===== config.mk =====
export PLATFORM = sky130hd
export DESIGN_NAME = fir_out_collector
export DESIGN_NICKNAME = d
export VERILOG_FILES = /design/src/rtl/fir_pkg.sv /design/src/rtl/fir_coll_fifo.sv /design/src/rtl/fir_out_collector.sv
export SDC_FILE = /design/constraint.sdc
export NUM_CORES = 1
export LEC_CHECK = 0
export CORE_ASPECT_RATIO = 0.8
export CORE_UTILIZATION = 58
export CTS_CLUSTER_SIZE = 16
export DETAILED_ROUTE_END_ITERATION = 16
export GPL_TIMING_DRIVEN = 0
export HOLD_SLACK_MARGIN = 0.05
export PLACE_DENSITY = 0.79
export SLEW_MARGIN = 20
export SYNTH_ARGS = -nofsm -noshare
export SYNTH_HDL_FRONTEND = slang
export SYNTH_HIERARCHICAL = 1
export SYNTH_SLANG_ARGS = --single-unit
export TNS_END_PERCENT = 50

===== constraint.sdc =====
create_clock -name clk -period 4.1 [get_ports clk]
set_input_delay 1.23 -clock clk [delete_from_list [all_inputs] [get_ports clk]]
set_output_delay 1.23 -clock clk [all_outputs]
set_load 0.005 [all_outputs]

===== src/rtl/fir_pkg.sv =====
// fir_pkg: constants and types shared by the systolic FIR chain and its
// output collector (default widths, tap count, unity coefficients, sample type).
// No ports; imported with fir_pkg::*.
package fir_pkg;

  localparam int FIR_DATA_W = 16;
  localparam int FIR_TAPS   = 4;

  // Unity coefficients: each PE passes its product through unscaled.
  localparam logic [7:0] FIR_COEF [FIR_TAPS] = '{8'h01, 8'h01, 8'h01, 8'h01};

  typedef logic [FIR_DATA_W-1:0] fir_sample_t;

endpackage


===== src/rtl/fir_coll_fifo.sv =====
// fir_coll_fifo: DEPTH x DATA_W synchronous first-word-fall-through FIFO.
// Ports: clk, reset (sync active-low), flush (sync clear), wr_en/wr_data,
//   rd_en (pop head), rd_data (head, 0 when empty), count, full, empty.
// Caller guarantees rd_en only when !empty and wr_en only when !full or rd_en.
module fir_coll_fifo
  import fir_pkg::*;
#(
  parameter int DEPTH  = 8,
  parameter int DATA_W = FIR_DATA_W
) (
  input  logic                     clk,
  input  logic                     reset,
  input  logic                     flush,
  input  logic                     wr_en,
  input  logic [DATA_W-1:0]        wr_data,
  input  logic                     rd_en,
  output logic [DATA_W-1:0]        rd_data,
  output logic [$clog2(DEPTH):0]   count,
  output logic                     full,
  output logic                     empty
);

  localparam int AW = $clog2(DEPTH);
  localparam int CW = AW + 1;
  localparam logic [CW-1:0] FULL_CNT = CW'(DEPTH);

  logic [DATA_W-1:0] r_mem [DEPTH];
  logic [AW-1:0]     r_wr_ptr;
  logic [AW-1:0]     r_rd_ptr;
  logic [CW-1:0]     r_count;

  // Pointers are exactly AW bits wide, so DEPTH being a power of two makes
  // the natural rollover the modulo-DEPTH wrap.
  always_ff @(posedge clk) begin
    if (!reset || flush) begin
      r_wr_ptr <= '0;
      r_rd_ptr <= '0;
      r_count  <= '0;
    end else begin
      if (wr_en) r_wr_ptr <= r_wr_ptr + 1'b1;
      if (rd_en) r_rd_ptr <= r_rd_ptr + 1'b1;
      case ({wr_en, rd_en})
        2'b10:   r_count <= r_count + 1'b1;
        2'b01:   r_count <= r_count - 1'b1;
        default: r_count <= r_count;
      endcase
    end
  end

  // Storage carries no reset; rd_data is masked while empty instead.
  always_ff @(posedge clk) begin
    if (wr_en) r_mem[r_wr_ptr] <= wr_data;
  end

  assign empty   = (r_count == '0);
  assign full    = (r_count == FULL_CNT);
  assign count   = r_count;
  assign rd_data = empty ? '0 : r_mem[r_rd_ptr];

endmodule


===== src/rtl/fir_out_collector.sv =====
// fir_out_collector: receive end of the systolic FIR chain. Samples fir_y
// LATENCY cycles after each in_valid, drops the TAPS-1 partial-window results
// after reset/flush, keeps 1 of every DECIM primed samples, buffers in a FIFO.
// Ports: clk, reset (sync active-low), flush (sync clear), in_valid, fir_y,
//   out_data/out_valid/out_ready (FWFT valid-ready), count, primed,
//   overflow (sticky drop flag). The FIR cannot stall: a kept sample that
//   meets a full FIFO with no pop is dropped.
// Option: define FIR_COLL_DROPCNT_EN to add drop_cnt[7:0], a saturating
//   count of dropped samples.
module fir_out_collector
  import fir_pkg::*;
#(
  parameter int DATA_W  = FIR_DATA_W,
  parameter int TAPS    = FIR_TAPS,
  parameter int LATENCY = 4,
  parameter int DEPTH   = 8,
  parameter int DECIM   = 1
) (
  input  logic                     clk,
  input  logic                     reset,
  input  logic                     flush,
  input  logic                     in_valid,
  input  logic [DATA_W-1:0]        fir_y,
  output logic [DATA_W-1:0]        out_data,
  output logic                     out_valid,
  input  logic                     out_ready,
  output logic [$clog2(DEPTH):0]   count,
  output logic                     primed,
`ifdef FIR_COLL_DROPCNT_EN
  output logic [7:0]               drop_cnt,
`endif
  output logic                     overflow
);

  localparam int DW = $clog2(TAPS) + 1;
  localparam logic [DW-1:0] DISC_MAX = DW'(TAPS - 1);
  localparam logic [7:0]    DEC_MAX  = 8'(DECIM - 1);

  logic [LATENCY-1:0] r_pipe;
  logic [DW-1:0]      r_disc;
  logic [7:0]         r_dec;
  logic               r_ovf;

  logic w_clr;
  logic w_dv;
  logic w_keep;
  logic w_pop;
  logic w_wr;
  logic w_drop;
  logic w_full;
  logic w_empty;

  assign w_clr = !reset || flush;

  // in_valid delay line: the tap marks the cycle fir_y carries the result
  // for that input sample.
  if (LATENCY == 1) begin : g_pipe1
    always_ff @(posedge clk) begin
      if (w_clr) r_pipe <= '0;
      else       r_pipe <= in_valid;
    end
  end else begin : g_pipen
    always_ff @(posedge clk) begin
      if (w_clr) r_pipe <= '0;
      else       r_pipe <= {r_pipe[LATENCY-2:0], in_valid};
    end
  end

  assign w_dv   = r_pipe[LATENCY-1];
  assign primed = (r_disc == DISC_MAX);

  // First primed sample is always kept because r_dec starts at zero.
  assign w_keep = w_dv && primed && (r_dec == '0);
  assign w_pop  = out_valid && out_ready;
  assign w_wr   = w_keep && (!w_full || w_pop);
  assign w_drop = w_keep && !w_wr;

  always_ff @(posedge clk) begin
    if (w_clr) begin
      r_disc <= '0;
      r_dec  <= '0;
      r_ovf  <= 1'b0;
    end else begin
      if (w_dv && !primed) r_disc <= r_disc + 1'b1;
      if (w_dv && primed)  r_dec  <= (r_dec == DEC_MAX) ? 8'd0 : r_dec + 8'd1;
      if (w_drop)          r_ovf  <= 1'b1;
    end
  end

  assign overflow  = r_ovf;
  assign out_valid = !w_empty;

`ifdef FIR_COLL_DROPCNT_EN
  logic [7:0] r_drop_cnt;

  always_ff @(posedge clk) begin
    if (w_clr)                         r_drop_cnt <= '0;
    else if (w_drop && !(&r_drop_cnt)) r_drop_cnt <= r_drop_cnt + 8'd1;
  end

  assign drop_cnt = r_drop_cnt;
`endif

  fir_coll_fifo #(
    .DEPTH  (DEPTH),
    .DATA_W (DATA_W)
  ) u_fifo (
    .clk     (clk),
    .reset   (reset),
    .flush   (flush),
    .wr_en   (w_wr),
    .wr_data (fir_y),
    .rd_en   (w_pop),
    .rd_data (out_data),
    .count   (count),
    .full    (w_full),
    .empty   (w_empty)
  );

endmodule


== Word-level counts from Yosys, hierarchy flattened ==
Memory sizes are Yosys's and may differ from the RTL's. A register that Yosys moved wholly into a read port is not among the register bits.
Index checks and enable logic that the tools add are counted.
Word-level totals
  bits in registers: 26
  RAM bits: 128
  bits of input ports: 21
  output and inout port bits: 23
  word-level logic and storage cells: 41
  memories: 1
Cells by class
  add/subtract/negate cells: 6
  equality and inequality tests: 4
  muxes and demuxes: 7
  reduce and logical (&&, ||, !) cells: 16
Memory list
  u_fifo.r_mem: words 8, bits a word 16, read ports 1, clocked after Yosys merged registers in 1, write ports 1, RTL line fir_coll_fifo.sv:27  | logic [DATA_W-1:0] r_mem [DEPTH];
Operator list (number)
  $mux 16: 1
  $add 3x1->3 const B: 3
  $add 8x1->8 const B: 1
  $logic_not 8->1: 1
  $mux 8: 1
  $pmux 4 s2: 1
  $logic_and 1x1->1: 6
  $mux 3: 2
  $logic_not 1->1: 5
  $add 4x1->4 const B: 1
  $eq 4x4->1 const B: 1
  $logic_not 4->1: 1
  $sub 4x1->4 const B: 1
  $eq 3x2->1 const B: 1
  $eq 2x1->1 const B: 1
  $eq 2x2->1 const B: 1
  $logic_or 1x1->1: 2
  $mux 1: 2
  $reduce_bool 2->1: 1

== Logic depth before layout (Yosys ltp) ==
  depth in word-level cells: 7
  depth in mapped cells: 13
  depth with buffers taken out: 13

== Hierarchy ==
Netlist, hierarchy kept.
By module, submodules not included
  fir_coll_fifo: times used 1, cells an instance 276, area an instance 5551.6 µm², sequential area each 4103.9 µm²
  fir_out_collector: times used 1, cells an instance 81, area an instance 737.0 µm², sequential area each 320.3 µm²

== Worst setup path after synthesis ==
Ideal clock, no wire load.
  kind: input -> register
  start: input out_ready
  end: memory u_fifo/r_mem[4][0] (netlist bit) (enable)
  library setup time: 409 ps
  arrival time: 2999 ps
  data required time: 3691 ps
  slack: 692 ps
  cell stages on the path: 4
  buffers on the path: 0
  path through: nand2b_1 a21oi_1 nand2_1 nor3_1
Between the ends
  word-level cells in the longest chain between the ends: 5
RTL lines
  from (decl): RTL line fir_out_collector.sv:26  | input logic out_ready,
  $logic_and 1x1->1: RTL line fir_out_collector.sv:74  | assign w_pop = out_valid && out_ready;
  $logic_or 1x1->1: RTL line fir_out_collector.sv:75  | assign w_wr = w_keep && (!w_full || w_pop);
  $logic_and 1x1->1: RTL line fir_out_collector.sv:75
  net w_wr: RTL line fir_out_collector.sv:48  | logic w_wr;
  $mux 1: RTL line fir_coll_fifo.sv:52  | if (wr_en) r_mem[r_wr_ptr] <= wr_data;
  $mux 1 (implied by the code): RTL line fir_coll_fifo.sv:52
  to (decl): RTL line fir_coll_fifo.sv:27
The timed path passes the listed nets, and every way through them passes these cells.

== Final worst setup path ==
  start: register u_fifo.r_count[1] (netlist: u_fifo/count[1])
  end: output out_data[12]
Between the ends
  word-level cells in the longest chain between the ends: 2
RTL lines
  from (decl): RTL line fir_coll_fifo.sv:30  | logic [CW-1:0] r_count;
  from (signal assigned): RTL line fir_coll_fifo.sv:43  | 2'b10: r_count <= r_count + 1'b1;
  from (signal assigned): RTL line fir_coll_fifo.sv:44  | 2'b01: r_count <= r_count - 1'b1;
  from (signal assigned): RTL line fir_coll_fifo.sv:45  | default: r_count <= r_count;
  $logic_not 4->1: RTL line fir_coll_fifo.sv:55  | assign empty = (r_count == '0);
  net w_empty: RTL line fir_out_collector.sv:51  | logic w_empty;
  $mux 16: RTL line fir_coll_fifo.sv:58  | assign rd_data = empty ? '0 : r_mem[r_rd_ptr];
  to (decl): RTL line fir_out_collector.sv:24  | output logic [DATA_W-1:0] out_data,
The timed path passes the listed nets, and every way through them passes these cells.

==> results.txt <==
Outcome: complete, no violations
# hold bufs at CTS: 0
Final setup fails: 0
DR WL/cell: 20.5 µm
Setup TNS: 0 ns
Post-synth top cells: edfxtp_1, nor2_1, mux4_2
Die area: 11300 µm²
Die Span Y: 95.1 µm
CTS Root Buffer Type: clkbuf_16
Area leader, netlist: edfxtp_1
Longest Clk Path Bufs: 2
Cts repair resizes: 0
TritonCTS clock tree: built
Syn_nets: 387
Worst setup path category: reg2out
Clock latency on the worst-skew pair: 0.43 ns
Clock sink total: 157
Synth warnings: 6
Worst setup EP type: output port
Antenna Nets Post-Route: 0
Fin Clk Skew: 0.0142 ns
Initial Util: 0.604
Area Growth Syn to Fin: 21.5%
Initial drt markers: 231
Post-synth EDFFs: 128
Reg2Reg Depth: 13
Post-DR vias/cell: 5.71
Fmax: 269 MHz
Hold Path Sink: r_pipe[2]
Final Hold Fails: 0
Vias in the first global route: 3353
Post-CTS Setup Bufs: 0
Final period util: 0.905
FF-to-FF End: u_fifo/count[2]
Power density relative to cell area: 436 nW/µm²
Die W: 118 µm
CP cell instances: buf_2, nor4_4, buf_2, nor2_1, clkdlybuf4s50_1
Vias: 3326
Max VDD drop: 0.504 mV
Max Cap Viol: 0
Synth top area share: 0.611
Mapped cell area: 6290 µm²
Routability cong.: 0.782
Crit-path slowest cell: nor4_4
Register area share after synthesis: 0.704
H-Tree Depth: 4
CP Data Arrival Time: 2.48 ns
Min Tclk post-route: 3.71 ns
HPWL after detailed placement: 7.54 mm
Hold Path Class: reg2reg
Post-route DRC: 0
FF-to-FF Start: u_fifo/count[1]
Total gr overflow: 0
First-pass GRT wire length: 18.3 mm
Initial antenna violation count: 0
Leak Pwr: 0.00244 µW
Origin of the worst min-delay path: r_pipe[1]
Diode count: 0
Ports: 44
Yosys cell types: 38
Total GRT Usage: 0.233
Clk pin slew, worst setup/hold paths: 0.06 ns
Worst path bufs/invs: 3
Drt first pass iters: 4
Share of cells above drive strength 1: 0.226
Rel. slew slack: 0.501
Total Wirelength: 12.0 mm
CP top delay family: buffers and inverters
Largest net degree at the start of global routing: 17
Yosys reg bits: 157
Core area: 10400 µm²
Cell area after placement: 7040 µm²
Most used DFF post-synth: edfxtp_1
CP max stage delay: 0.59 ns
Synth area leaders: edfxtp_1, mux4_2, dfxtp_1, mux2i_1, nor2_1
Worst path required time: 2.87 ns
Syn Inst Count: 357
Unrepaired setup endpoints after global routing: no
Most numerous cell in the Yosys netlist: edfxtp_1
WHS Path Cells: 1
CTS Buf Count: 17
Share of flip-flops with an asynchronous set or reset: 0
Final slew viol count: 0
Placement Rows: 33
FILL cells: 644
Final nets: 459
Cell area after layout: 7640 µm²
Worst Setup Start Kind: flip-flop
Measured slew at the worst slew-check pin: 0.745 ns
Port buffer count: 43
Most Frequent Cell on Critical Path: buf_2
Crit-path max FO: 11
Avg Cell Area, Syn: 17.6 µm²
Worst R2R Setup Slack: 0.74 ns
[layout by cell type, fill, tap and decap left out, types with 8 or more instances in the layout]
cell type	instances
buf_6	8
ha_1	9
edfxtp_1	128
nor2_1	31
clkbuf_16	17
dfxtp_1	29
a21oi_1	8
mux2i_1	20
nand2_1	9
mux4_2	31
clkdlybuf4s50_1	43
[worst max path at each step]
| stage | startpoint | endpoint | slack, ns | cells after the start |
|---|---|---|---|---|
| global placement | out_ready | u_fifo/r_mem[4][5] | -0.89 | 5 |
| floorplan | out_ready | u_fifo/r_mem[4][0] | 0.69 | 4 |
| CTS | u_fifo/count[1] | out_data[12] | 0.35 | 5 |
| finish | u_fifo/count[1] | out_data[12] | 0.39 | 5 |
| detailed placement | out_ready | u_fifo/count[2] | 0.23 | 11 |
| global route | u_fifo/count[1] | out_data[13] | 0.28 | 5 |
[metrics by stage]
stage               total power [µW]  setup slack (ns)  instances  hold slack [ns]  utilization
floorplan                       1760             0.692        357            0.406            -
global placement                1790            -0.892        540            0.418        0.663
detailed placement              1800             0.234        550            0.426        0.677
CTS                             3360             0.348        582            0.436        0.734
global route                    3420             0.281        582            0.451        0.734
finish                          3330             0.389        582            0.434        0.734
[layout make-up]
class                           count  area [µm²]  share of cell area
Sequential cell                   157        4420               0.579
Multi-Input combinational cell    178        1730               0.227
Timing Repair Buffer               53         554              0.0725
Clock buffer                       17         425              0.0557
Tap cell                          140         175              0.0229
Clock inverter                     15         173              0.0226
Buffer                             15         131              0.0172
Inverter                            7        26.3             0.00344
[flip-flops by register name (all words and copies together) (netlist names), named ones only]
register / flops
overflow: 1
r_dec: 8
r_disc: 3
r_pipe: 4
u_fifo/count: 4
u_fifo/r_mem: 128
u_fifo/r_rd_ptr: 3
u_fifo/r_wr_ptr: 3
[cells by family (layout without fill, tap and decap cells)]
kind of cell	after synthesis	after routing	share of synthesized area
simple gates	86	86	0.0708
xor+xnor	10	10	0.0139
buf+inv	22	107	0.0251
flops	157	157	0.704
compound gates	21	21	0.0217
fa+ha+maj	9	9	0.0179
mux	52	52	0.147
[power by group]
part	switching [µW]	leakage, µW	internal [µW]
clock	614	0.000287	953
sequential	0.138	0.00138	1720
combinational	22.4	0.000772	19.1
[metal layers]
layer  vias to the layer above  wire length, µm  track usage
met5                         -                0            0
met3                        10              854       0.0694
met4                         0              121       0.0833
met2                       122             5700        0.368
met1                      1648             5280        0.314
li1                       1546                -            -
No activity file was read; power rests on OpenSTA's default activity.
==> RTL edit, RTL diff (same settings) <==
Change the package constant `FIR_DATA_W` from 16 to 20.
--- a/src/rtl/fir_pkg.sv
+++ b/src/rtl/fir_pkg.sv
@@ -3,7 +3,7 @@
 // No ports; imported with fir_pkg::*.
 package fir_pkg;
 
-  localparam int FIR_DATA_W = 16;
+  localparam int FIR_DATA_W = 20;
   localparam int FIR_TAPS   = 4;
 
   // Unity coefficients: each PE passes its product through unscaled.
Ports: changed (resized fir_y and out_data); port bits go from 44 to 52. No check against the original RTL was run, so the function may have changed too.
==> RTL edit against the unedited design <==
Routed wire length up 17%. Via count rose by 15%. Combinational power grew 16%. Non-clock buffer count up 5. Worst hold slack got worse by 0.0035 ns. Sequential power is 21% higher. Sequential cell count rose by 32. Worst setup slack better by 0.082 ns. First-iteration DRC count is 50% higher. Critical path depth decreased by 1. Total power grew 12%. Sequential share of layout area is 3.0 points higher. Synthesized area grew 19%. Final area increased by 16%. Critical path type unchanged. Critical endpoint is now out_data[1]. Largest cell class unchanged.
==> RTL edit: results (changes against the unedited design) <==
Worst setup path
  • Largest fanout of any net on the critical path: 10 (was 11)
  • Reg-to-reg slack, setup: 0.80 ns (was 0.74 ns)

Synthesis
  • Commonest cells in the netlist: 160 x sky130_fd_sc_hd__edfxtp_1, 40 x sky130_fd_sc_hd__mux4_2, 40 x sky130_fd_sc_hd__nor2_1 (was 128 x sky130_fd_sc_hd__edfxtp_1, 37 x sky130_fd_sc_hd__nor2_1, 31 x sky130_fd_sc_hd__mux4_2)
  • Synth Instances: 407 (was 357)
  • Multiplexer share of the synthesized area: 15.4% (was 14.7%)
  • Count of cell types in the netlist: 34 (was 38)
  • Area share of xor/xnor cells in the synthesized design: 1.18% (was 1.39%)
  • Share of synthesized cell area in full adder, half adder and majority cells: 1.51% (was 1.79%)

Power and ir drop
  • Reported leakage power: 2.75 nW (was 2.44 nW)
  • Switch share: 19.1% (about the same)

Global route
  • Wire length of the first global-routing pass: 21,600 µm (was 18,300 µm)
  • Vias in the first global route: 3,968 (was 3,353)

Worst hold path
  • Hold_sp: r_pipe[0]$_SDFF_PP0_ (was r_pipe[1]$_SDFF_PP0_)
  • Endpoint of the worst hold-timing path: r_pipe[1]$_SDFF_PP0_ (was r_pipe[2]$_SDFF_PP0_)

Placement
  • Port Buffer Count: 51 (was 43)
  • Final RePlAce weighted congestion: 0.769 (was 0.782)
  • Number of placed cells counting well taps: 634 (was 550)
  • Post-Place Setup Slack: 0.0391 ns (was 0.234 ns)

Layout
  • Largest registers ranked by flip-flop count: u_fifo/r_mem: 160 flops, r_dec: 8 flops (was u_fifo/r_mem: 128 flops, r_dec: 8 flops)

Detailed routing
  • DR iter-0 viols: 347 (was 231)
  • Length of the first detailed-routing pass in iterations: 5 (was 4)
  • Via count: 3,812 (was 3,326)

STA
  • Worst slew pin tran: 0.993 ns (was 0.745 ns)
  • Worst hold margin: 0.430 ns (was 0.434 ns)

Status
  • Run status: completed (unchanged)
-- RTL edit: cell count changes in the layout (fill, tap and decap cells not counted), moves of 6 or more --
cell	unedited run	this run
sky130_fd_sc_hd__edfxtp_1	128	160
sky130_fd_sc_hd__nor2_2	6	0
sky130_fd_sc_hd__clkdlybuf4s50_1	43	51
sky130_fd_sc_hd__nor2_4	0	6
sky130_fd_sc_hd__mux4_2	31	40
-- RTL edit: area by class of cell --
type                       instances  area (µm²)
sequential                       189        5390
clock inverter                    13         140
clock buffer                      19         433
tap                              171         214
timing repair buffer              56         556
multi-input combinational        193        1970
inverter                           8        30.0
fill                             764        3490
buffer                            17         123
-- RTL edit: routing by layer --
| metal | vias to the layer above | track usage [%] | routed length [µm] |
|---|---|---|---|
| met3 | 12 | 6.43 | 890 |
| met1 | 1909 | 29.0 | 5530 |
| met4 | 0 | 9.86 | 165 |
| met2 | 134 | 40.2 | 7350 |
| li1 | 1757 | - | - |
| met5 | - | 0 | 0 |
